<file path="config.mk">
export PLATFORM = sky130hd
export DESIGN_NAME = fp_fma_seq
export DESIGN_NICKNAME = d
export VERILOG_FILES = /design/src/rtl/fp_pkg.sv /design/src/rtl/fp_fma_seq.sv
export SDC_FILE = /design/constraint.sdc
export NUM_CORES = 1
export LEC_CHECK = 0
export CORE_MARGIN = 2
export CORE_UTILIZATION = 44
export CTS_BUF_LIST = sky130_fd_sc_hd__clkbuf_4
export CTS_CLUSTER_SIZE = 40
export DETAILED_ROUTE_END_ITERATION = 16
export PLACE_DENSITY = 0.91
export SLEW_MARGIN = 5
export SYNTH_ARGS = -nofsm -noshare
export SYNTH_HDL_FRONTEND = slang
export SYNTH_SLANG_ARGS = --single-unit
</file>
<file path="constraint.sdc">
create_clock -name clk -period 3.9 [get_ports clk]
set_clock_uncertainty 0.05 [all_clocks]
set_input_delay 0.78 -clock clk [delete_from_list [all_inputs] [get_ports clk]]
set_output_delay 0.78 -clock clk [all_outputs]
set_load 0.01 [all_outputs]
</file>
<file path="src/rtl/fp_pkg.sv">
// rtl/fp_pkg.sv - shared FP encodings: FMA opcodes, rounding modes, fflags, fma_op
package fp_pkg;

   localparam logic [6:0] OPC_FMADD  = 7'b1000011;
   localparam logic [6:0] OPC_FMSUB  = 7'b1000111;
   localparam logic [6:0] OPC_FNMSUB = 7'b1001011;
   localparam logic [6:0] OPC_FNMADD = 7'b1001111;

   typedef enum logic [2:0] {
      RM_RNE = 3'b000,
      RM_RTZ = 3'b001,
      RM_RDN = 3'b010,
      RM_RUP = 3'b011,
      RM_RMM = 3'b100,
      RM_DYN = 3'b111
   } rm_e;

   localparam int FFLAG_NX = 0;
   localparam int FFLAG_UF = 1;
   localparam int FFLAG_OF = 2;
   localparam int FFLAG_DZ = 3;
   localparam int FFLAG_NV = 4;

   typedef enum logic [1:0] {
      FMA_OP_MADD  = 2'b00,
      FMA_OP_MSUB  = 2'b01,
      FMA_OP_NMSUB = 2'b10,
      FMA_OP_NMADD = 2'b11
   } fma_op_e;

   typedef struct packed {
      logic    valid;
      fma_op_e op;
   } fma_dec_t;

   function automatic fma_dec_t decode_fma_opcode(input logic [6:0] opc);
      fma_dec_t dec;
      dec.valid = 1'b1;
      dec.op    = FMA_OP_MADD;
      case (opc)
         OPC_FMADD:  dec.op = FMA_OP_MADD;
         OPC_FMSUB:  dec.op = FMA_OP_MSUB;
         OPC_FNMSUB: dec.op = FMA_OP_NMSUB;
         OPC_FNMADD: dec.op = FMA_OP_NMADD;
         default:    dec.valid = 1'b0;
      endcase
      return dec;
   endfunction

   // Only RNE..RMM are real static modes; 101/110 are reserved and DYN must already be resolved.
   function automatic logic rm_is_static(input logic [2:0] rm);
      return rm <= RM_RMM;
   endfunction

endpackage

</file>
<file path="src/rtl/fp_fma_seq.sv">
// rtl/fp_fma_seq.sv - issue/writeback sequencer in front of the fused multiply-add unit
module fp_fma_seq
   import fp_pkg::*;
#(
   parameter int FLEN = 32
) (
   input  logic            clk,
   input  logic            reset_n,
   input  logic            flush,
   input  logic            req_valid,
   output logic            req_ready,
   input  logic [6:0]      req_opcode,
   input  logic [2:0]      req_rm,
   input  logic [4:0]      req_rd,
   input  logic [FLEN-1:0] req_rs1,
   input  logic [FLEN-1:0] req_rs2,
   input  logic [FLEN-1:0] req_rs3,
   input  logic [2:0]      frm,
   output logic            fma_start,
   output logic [1:0]      fma_op,
   output logic [2:0]      fma_rm,
   output logic [FLEN-1:0] fma_a,
   output logic [FLEN-1:0] fma_b,
   output logic [FLEN-1:0] fma_c,
   input  logic            fma_busy,
   input  logic            fma_done,
   input  logic [FLEN-1:0] fma_result,
   input  logic            fma_nv,
   input  logic            fma_of,
   input  logic            fma_uf,
   input  logic            fma_nx,
   output logic            wb_valid,
   input  logic            wb_ready,
   output logic [4:0]      wb_rd,
   output logic [FLEN-1:0] wb_data,
   output logic [4:0]      wb_fflags,
   output logic            illegal
);

   typedef enum logic [2:0] {
      ST_IDLE,
      ST_ISSUE,
      ST_WAIT,
      ST_DRAIN,
      ST_WB
   } state_e;

   state_e          state_q, state_d;
   logic [FLEN-1:0] fma_a_q, fma_a_d;
   logic [FLEN-1:0] fma_b_q, fma_b_d;
   logic [FLEN-1:0] fma_c_q, fma_c_d;
   fma_op_e         fma_op_q, fma_op_d;
   logic [2:0]      fma_rm_q, fma_rm_d;
   logic [4:0]      rd_q, rd_d;
   logic            legal_q, legal_d;
   logic [FLEN-1:0] wb_data_q, wb_data_d;
   logic [4:0]      wb_rd_q, wb_rd_d;
   logic [4:0]      wb_fflags_q, wb_fflags_d;

   logic            accept;
   logic [2:0]      rm_eff;
   fma_dec_t        dec;
   logic [4:0]      flags_now;

   // Gated by reset_n so every output reads 0 while reset is held.
   assign req_ready = reset_n && (state_q == ST_IDLE) && !flush;
   assign fma_start = (state_q == ST_ISSUE) && legal_q && !flush;
   assign illegal   = (state_q == ST_ISSUE) && !legal_q && !flush;
   assign wb_valid  = (state_q == ST_WB) && !flush;

   assign fma_a     = fma_a_q;
   assign fma_b     = fma_b_q;
   assign fma_c     = fma_c_q;
   assign fma_op    = fma_op_q;
   assign fma_rm    = fma_rm_q;
   assign wb_rd     = wb_rd_q;
   assign wb_data   = wb_data_q;
   assign wb_fflags = wb_fflags_q;

   always_comb begin
      state_d     = state_q;
      fma_a_d     = fma_a_q;
      fma_b_d     = fma_b_q;
      fma_c_d     = fma_c_q;
      fma_op_d    = fma_op_q;
      fma_rm_d    = fma_rm_q;
      rd_d        = rd_q;
      legal_d     = legal_q;
      wb_data_d   = wb_data_q;
      wb_rd_d     = wb_rd_q;
      wb_fflags_d = wb_fflags_q;

      accept = req_valid && req_ready;
      rm_eff = (req_rm == RM_DYN) ? frm : req_rm;
      dec    = decode_fma_opcode(req_opcode);

      flags_now           = '0;
      flags_now[FFLAG_NV] = fma_nv;
      flags_now[FFLAG_DZ] = 1'b0;
      flags_now[FFLAG_OF] = fma_of;
      flags_now[FFLAG_UF] = fma_uf;
      flags_now[FFLAG_NX] = fma_nx;

      case (state_q)
         ST_IDLE: begin
            if (accept) begin
               fma_a_d  = req_rs1;
               fma_b_d  = req_rs2;
               fma_c_d  = req_rs3;
               fma_op_d = dec.op;
               fma_rm_d = rm_eff;
               rd_d     = req_rd;
               legal_d  = dec.valid && rm_is_static(rm_eff);
               state_d  = ST_ISSUE;
            end
         end
         ST_ISSUE: begin
            if (flush || !legal_q) state_d = ST_IDLE;
            else                   state_d = ST_WAIT;
         end
         ST_WAIT: begin
            // The FMA cannot be aborted, so a flush must still wait for its done.
            if (flush && fma_done) begin
               state_d = ST_IDLE;
            end else if (flush) begin
               state_d = ST_DRAIN;
            end else if (fma_done) begin
               wb_data_d   = fma_result;
               wb_rd_d     = rd_q;
               wb_fflags_d = flags_now;
               state_d     = ST_WB;
            end
         end
         ST_DRAIN: begin
            if (fma_done) state_d = ST_IDLE;
         end
         ST_WB: begin
            if (flush || wb_ready) state_d = ST_IDLE;
         end
         default: state_d = ST_IDLE;
      endcase
   end

   always_ff @(posedge clk or negedge reset_n) begin
      if (!reset_n) begin
         state_q     <= ST_IDLE;
         fma_a_q     <= '0;
         fma_b_q     <= '0;
         fma_c_q     <= '0;
         fma_op_q    <= FMA_OP_MADD;
         fma_rm_q    <= '0;
         rd_q        <= '0;
         legal_q     <= 1'b0;
         wb_data_q   <= '0;
         wb_rd_q     <= '0;
         wb_fflags_q <= '0;
      end else begin
         state_q     <= state_d;
         fma_a_q     <= fma_a_d;
         fma_b_q     <= fma_b_d;
         fma_c_q     <= fma_c_d;
         fma_op_q    <= fma_op_d;
         fma_rm_q    <= fma_rm_d;
         rd_q        <= rd_d;
         legal_q     <= legal_d;
         wb_data_q   <= wb_data_d;
         wb_rd_q     <= wb_rd_d;
         wb_fflags_q <= wb_fflags_d;
      end
   end

   property p_busy_in_wait;
      @(posedge clk) disable iff (!reset_n)
         (state_q == ST_WAIT && !fma_done) |-> fma_busy;
   endproperty
   a_busy_in_wait: assert property (p_busy_in_wait);

endmodule

</file>
# Word-level counts from Yosys, hierarchy flattened

Index checks and enable logic that the tools add are counted.

Logic and storage cells: 57
Bits in registers: 151
Output and inout port bits: 147

Reductions and logical operators: 19
Order comparisons: 1
Mux-type cells: 11
Equal/unequal tests: 13
Bitwise gates (word level): 2

Operators with widths:

| kind                                           | number |
|---|---|
| == test 7 bit (second input constant)          | 4 |
| two-way mux 3 bit                              | 7 |
| case mux 3 bit (5 select lines)                | 1 |
| logical AND 1 bit                              | 10 |
| AND reduction 4 bit                            | 2 |
| == test 3 x 2 -> 1 bit (second input constant) | 2 |
| == test 3 bit (second input constant)          | 2 |
| case mux 2 bit (3 select lines)                | 1 |
| != test 2 bit (second input constant)          | 2 |
| != test 4 bit (second input constant)          | 1 |
| OR reduction 4 bit                             | 1 |
| == test 3 x 1 -> 1 bit (second input constant) | 1 |
| <= comparator 3 bit (second input constant)    | 1 |
| logical NOT 3 bit                              | 1 |
| logical NOT 1 bit                              | 2 |
| logical OR 1 bit                               | 2 |
| two-way mux 2 bit                              | 1 |
| != test 2 x 1 -> 1 bit (second input constant) | 1 |
| inverter 1 bit                                 | 2 |
| AND reduction 2 bit                            | 1 |
| two-way mux 1 bit                              | 1 |

# Longest topological paths before layout

Depth after elaboration: 6
Gate-level depth with buffers: 7
Mapped depth without buffers: 3

# Worst setup path after synthesis

OpenSTA, ideal clock, no wires.

Path type: in2reg
From: input flush
To: register fma_b_q[0] (netlist: fma_b[0])
Setup time: 0.125 ns
Slack: 1.588 ns
Stages: 7
Data required time: 3.725 ns
Data arrival time: 2.137 ns
Cell sequence: buf_6 -> nor4_4 -> and3_1 -> buf_6 -> buf_8 -> buf_12 -> mux2_4

Word-level cells in the longest chain between the ends: 4

Ends and longest elaborated chain:

| element                              | line              | text |
|---|---|---|
| from (decl)                          | fp_fma_seq.sv:9   | `input logic flush,` |
| logical NOT 1 bit                    | fp_fma_seq.sv:66  | `assign req_ready = reset_n && (state_q == ST_IDLE) && !flush;` |
| logical AND 1 bit                    | fp_fma_seq.sv:66  |  |
| logical AND 1 bit                    | fp_fma_seq.sv:93  | `accept = req_valid && req_ready;` |
| AND reduction 2 bit (no source line) | -                 |  |
| to (signal assigned)                 | fp_fma_seq.sv:160 | `fma_b_q <= fma_b_d;` |
| to (decl)                            | fp_fma_seq.sv:50  | `logic [FLEN-1:0] fma_b_q, fma_b_d;` |

Every way passes these cells.
A chain may end at the register's enable or synchronous reset.

# Worst setup path in the final report

From: input flush
To: output req_ready

Word-level cells in the longest chain between the ends: 2

Ends and longest elaborated chain:

| element           | line             | text |
|---|---|---|
| logical NOT 1 bit | fp_fma_seq.sv:66 |  |
| logical AND 1 bit | fp_fma_seq.sv:66 |  |
| to (decl)         | fp_fma_seq.sv:11 | `output logic req_ready,` |

Every way passes these cells.

==> flow_metrics.tcl <==
set metrics [dict create \
    root_buffer "clkbuf_4" \
    synthesis.nets 522 \
    htree_levels 4 \
    synth_area_leaders "dfrtp_1 63%, mux2_2 23%, mux2_4 5.0%" \
    power.leakage_nw 4.03 \
    cp.arrival_ns 2.53 \
    netlist.area_leader.share_pct 63.1 \
    cp_slowest_stage_delay_ns 0.64 \
    antenna_found_initial 0 \
    grt_pass1_wl_mm 24.9 \
    critical_path.cell_chain "clkdlybuf4s50_1 > nor4_4 > and2_1 > clkdlybuf4s50_1" \
    place_ws_ns 0.520 \
    hp-start "wb_rd[1]" \
    required_ns 3.07 \
    clockPowerShare_pct 25.7 \
    crit_slowest_cell "clkdlybuf4s50_1" \
    diodes 0 \
    cap_violations 0 \
    powerDensity_mw_per_mm2 440 \
    rr_endpoint "fma_a[5]" \
    yosysUniqueCellTypes 34 \
    start_util_pct 45.2 \
    hpwl_mm 12.1 \
    syn2layout_area_growth_pct 58.6 \
    final_hold_viol_count 0 \
    period_share_pct 86.2 \
    ant_nets 0 \
    clkTransAtPathRegs_ns 0.12 \
    startpoint_type "primary input" \
    route.detailed.drc 0 \
    crit_top_cell "clkdlybuf4s50_1" \
    wl_per_cell_microns 18.8 \
    grt_max_degree 139 \
    fin_ws_ns 0.538 \
    crit_type "primary input to output port" \
    nets 829 \
    path_depth 4 \
    r2r-start "state_q[0]" \
    hold_path_class "register to register" \
    yosysWarnings 0 \
    synth-seq-cells 151 \
    hold_slack_ns 0.451 \
    cp_top_family "buffers and inverters" \
    drive_gt1_share_pct 27.3 \
    cts_tree "built" \
    die_h_microns 121 \
    seq_area_frac_synth_pct 63.1 \
    worst_slew_margin_rel_pct 48.7 \
    vias_per_cell 4.99 \
    critPathMaxFanout 10 \
    sw_frac_of_total_pct 25.9 \
    core_area_sq_mm 0.0132 \
    io_buffers 301 \
    regToRegSetupSlack_ns 1.61 \
    clk_path_buf_depth 2 \
    placed_area_sq_mm 0.00916 \
    routed_wirelength_mm 16.2 \
    grt_pass1_vias 4672 \
    endpoint "req_ready" \
    grt-ovfl-total 0 \
    grt_util_all_layers_pct 22.6 \
    reg2regPathDepth 5 \
    tightest_slew_ns 0.769 \
    drt_iter0_markers 202 \
    numClockSinks 151 \
    clock.fmax_ghz 0.297 \
    cts_buffers 17 \
    vias 4293 \
    die_area_sq_mm 0.0146 \
    comb_power_share_pct 27.6 \
    synthCells 365 \
    netlist_area_sq_mm 0.00599 \
    rsz0062_at_grt "false" \
    slew_violations 0 \
    setup_viol_count_final 0 \
    startpoint "flush" \
    p_switching_mw 1.08 \
    gp_congestion 0.826 \
    synth_largest_area_cell "dfrtp_1" \
    num_rows 42 \
    internal_power_mw 3.10 \
    clock_latency_ns 0.55 \
    power.total_mw 4.18 \
    avgSynthCellArea_sq_um 16.4 \
    status "complete, no violations" \
    ios 304 \
    fin_crit_ns 3.36 \
    p_seq_share_pct 46.7 \
    ir_worst_vdd_v 0.000273 \
    drt-pass1-iter-count 4 \
    die_w_microns 121 \
    path_buf_inv 2 \
    postLayoutCellArea_sq_mm 0.00949 \
    end_kind "output port" \
    tns_ns 0 \
]
## cell usage in the layout (no fill, tap or decap), types with 2 or more instances in the layout
| cell | count |
|---|---|
| a31o_2 | 4 |
| clkinvlp_4 | 5 |
| nor4_4 | 2 |
| dfrtp_1 | 151 |
| bufinv_16 | 4 |
| mux2_4 | 20 |
| mux2_2 | 120 |
| a31oi_1 | 4 |
| mux2i_1 | 3 |
| clkdlybuf4s50_1 | 300 |
| inv_1 | 7 |
| nand2_1 | 4 |
| o21ai_0 | 5 |
| or4bb_1 | 2 |
| nor2_1 | 2 |
| mux2_1 | 2 |
| nor3_1 | 2 |
| clkbuf_4 | 20 |
| nor4b_1 | 3 |
| buf_12 | 4 |
| buf_4 | 3 |
## worst register-to-register path, cell delays in order (launching register included)
cell and delay (ns):
dfrtp_1 0.53, nor4_4 0.32, buf_4 0.18, and3_4 0.45, buf_12 0.26, mux2_2 0.39
## metal layers
layer	global-route usage (%)	wire, microns	vias up
met2	40.1	8630	194
met4	10.2	451	0
met5	0	0	-
li1	-	-	1918
met1	24.0	5750	2147
met3	8.11	1360	34
## synth_stat cells (all sizes together)
master	n
mux2i	3
o22a	1
nor4	2
nor4b	3
a2bb2oi	1
nor3b	1
mux2	142
inv	7
or4bb	2
o21ai	5
a21oi	1
a31oi	4
nor3	2
buf	21
nor2	2
and2	1
nand2	4
nand4b	1
conb	1
nand2b	1
a31o	4
dfrtp	151
and3b	1
o31ai	1
o32a	1
and3	1
or4b	1
## final cells by class
type | count | area, sq um
tap | 176 | 220
clock inverter | 12 | 175
inverter | 7 | 26.3
clock buffer | 20 | 150
sequential | 151 | 3780
timing repair buffer | 309 | 3130
fill | 872 | 3750
multi-input combinational | 186 | 2020
## registers in the layout, summed over array words and instances, names as in the netlist
register	cells
fma_c	32
fma_b	32
rd_q	5
legal_q	1
fma_rm	3
fma_op	2
state_q	3
wb_data	32
fma_a	32
wb_fflags	4
wb_rd	5
## stage by stage
step | instances | utilization [%]
after global routing | 861 | 71.7
after detailed placement | 828 | 69.2
final | 861 | 71.7
after CTS | 861 | 71.7
after global placement | 828 | 69.2
after floorplan | 365 | -
## worst min-delay path by stage
stage	endpoint	cells past startpoint
floorplan	wb_rd[1]	1
global placement	wb_rd[1]	1
detailed placement	wb_rd[1]	1
CTS	wb_rd[1]	1
global route	wb_rd[1]	1
finish	wb_rd[1]	1
## repair_timing
| action | CTS | global route |
|---|---|---|
| hold buffers | 1 | 0 |
| endpoints found under the hold margin | 13 | 0 |
| endpoints found under the setup margin | 0 | 0 |
| setup buffers | 0 | 0 |
| resized for setup | 0 | 0 |
## power groups by stage
stage                     logic [mW]  registers, mW  clock network (mW)
after global placement          1.13           1.96                   0
after floorplan                0.292           2.08                   0
final                           1.15           1.95                1.07
after CTS                       1.17           1.95                1.10
after global routing            1.22           1.98                1.18
after detailed placement        1.16           1.98                   0
## logic make-up (layout without fill, tap and decap cells)
kind of cell	Yosys count	after routing	share of synthesized area (%)
flops	151	151	63.1
compound gates	18	18	2.09
simple gates	22	22	2.82
mux	145	145	28.5
other cells	1	1	0.0626
buf+inv	28	348	3.45
Power figures use the tool's default switching activity.
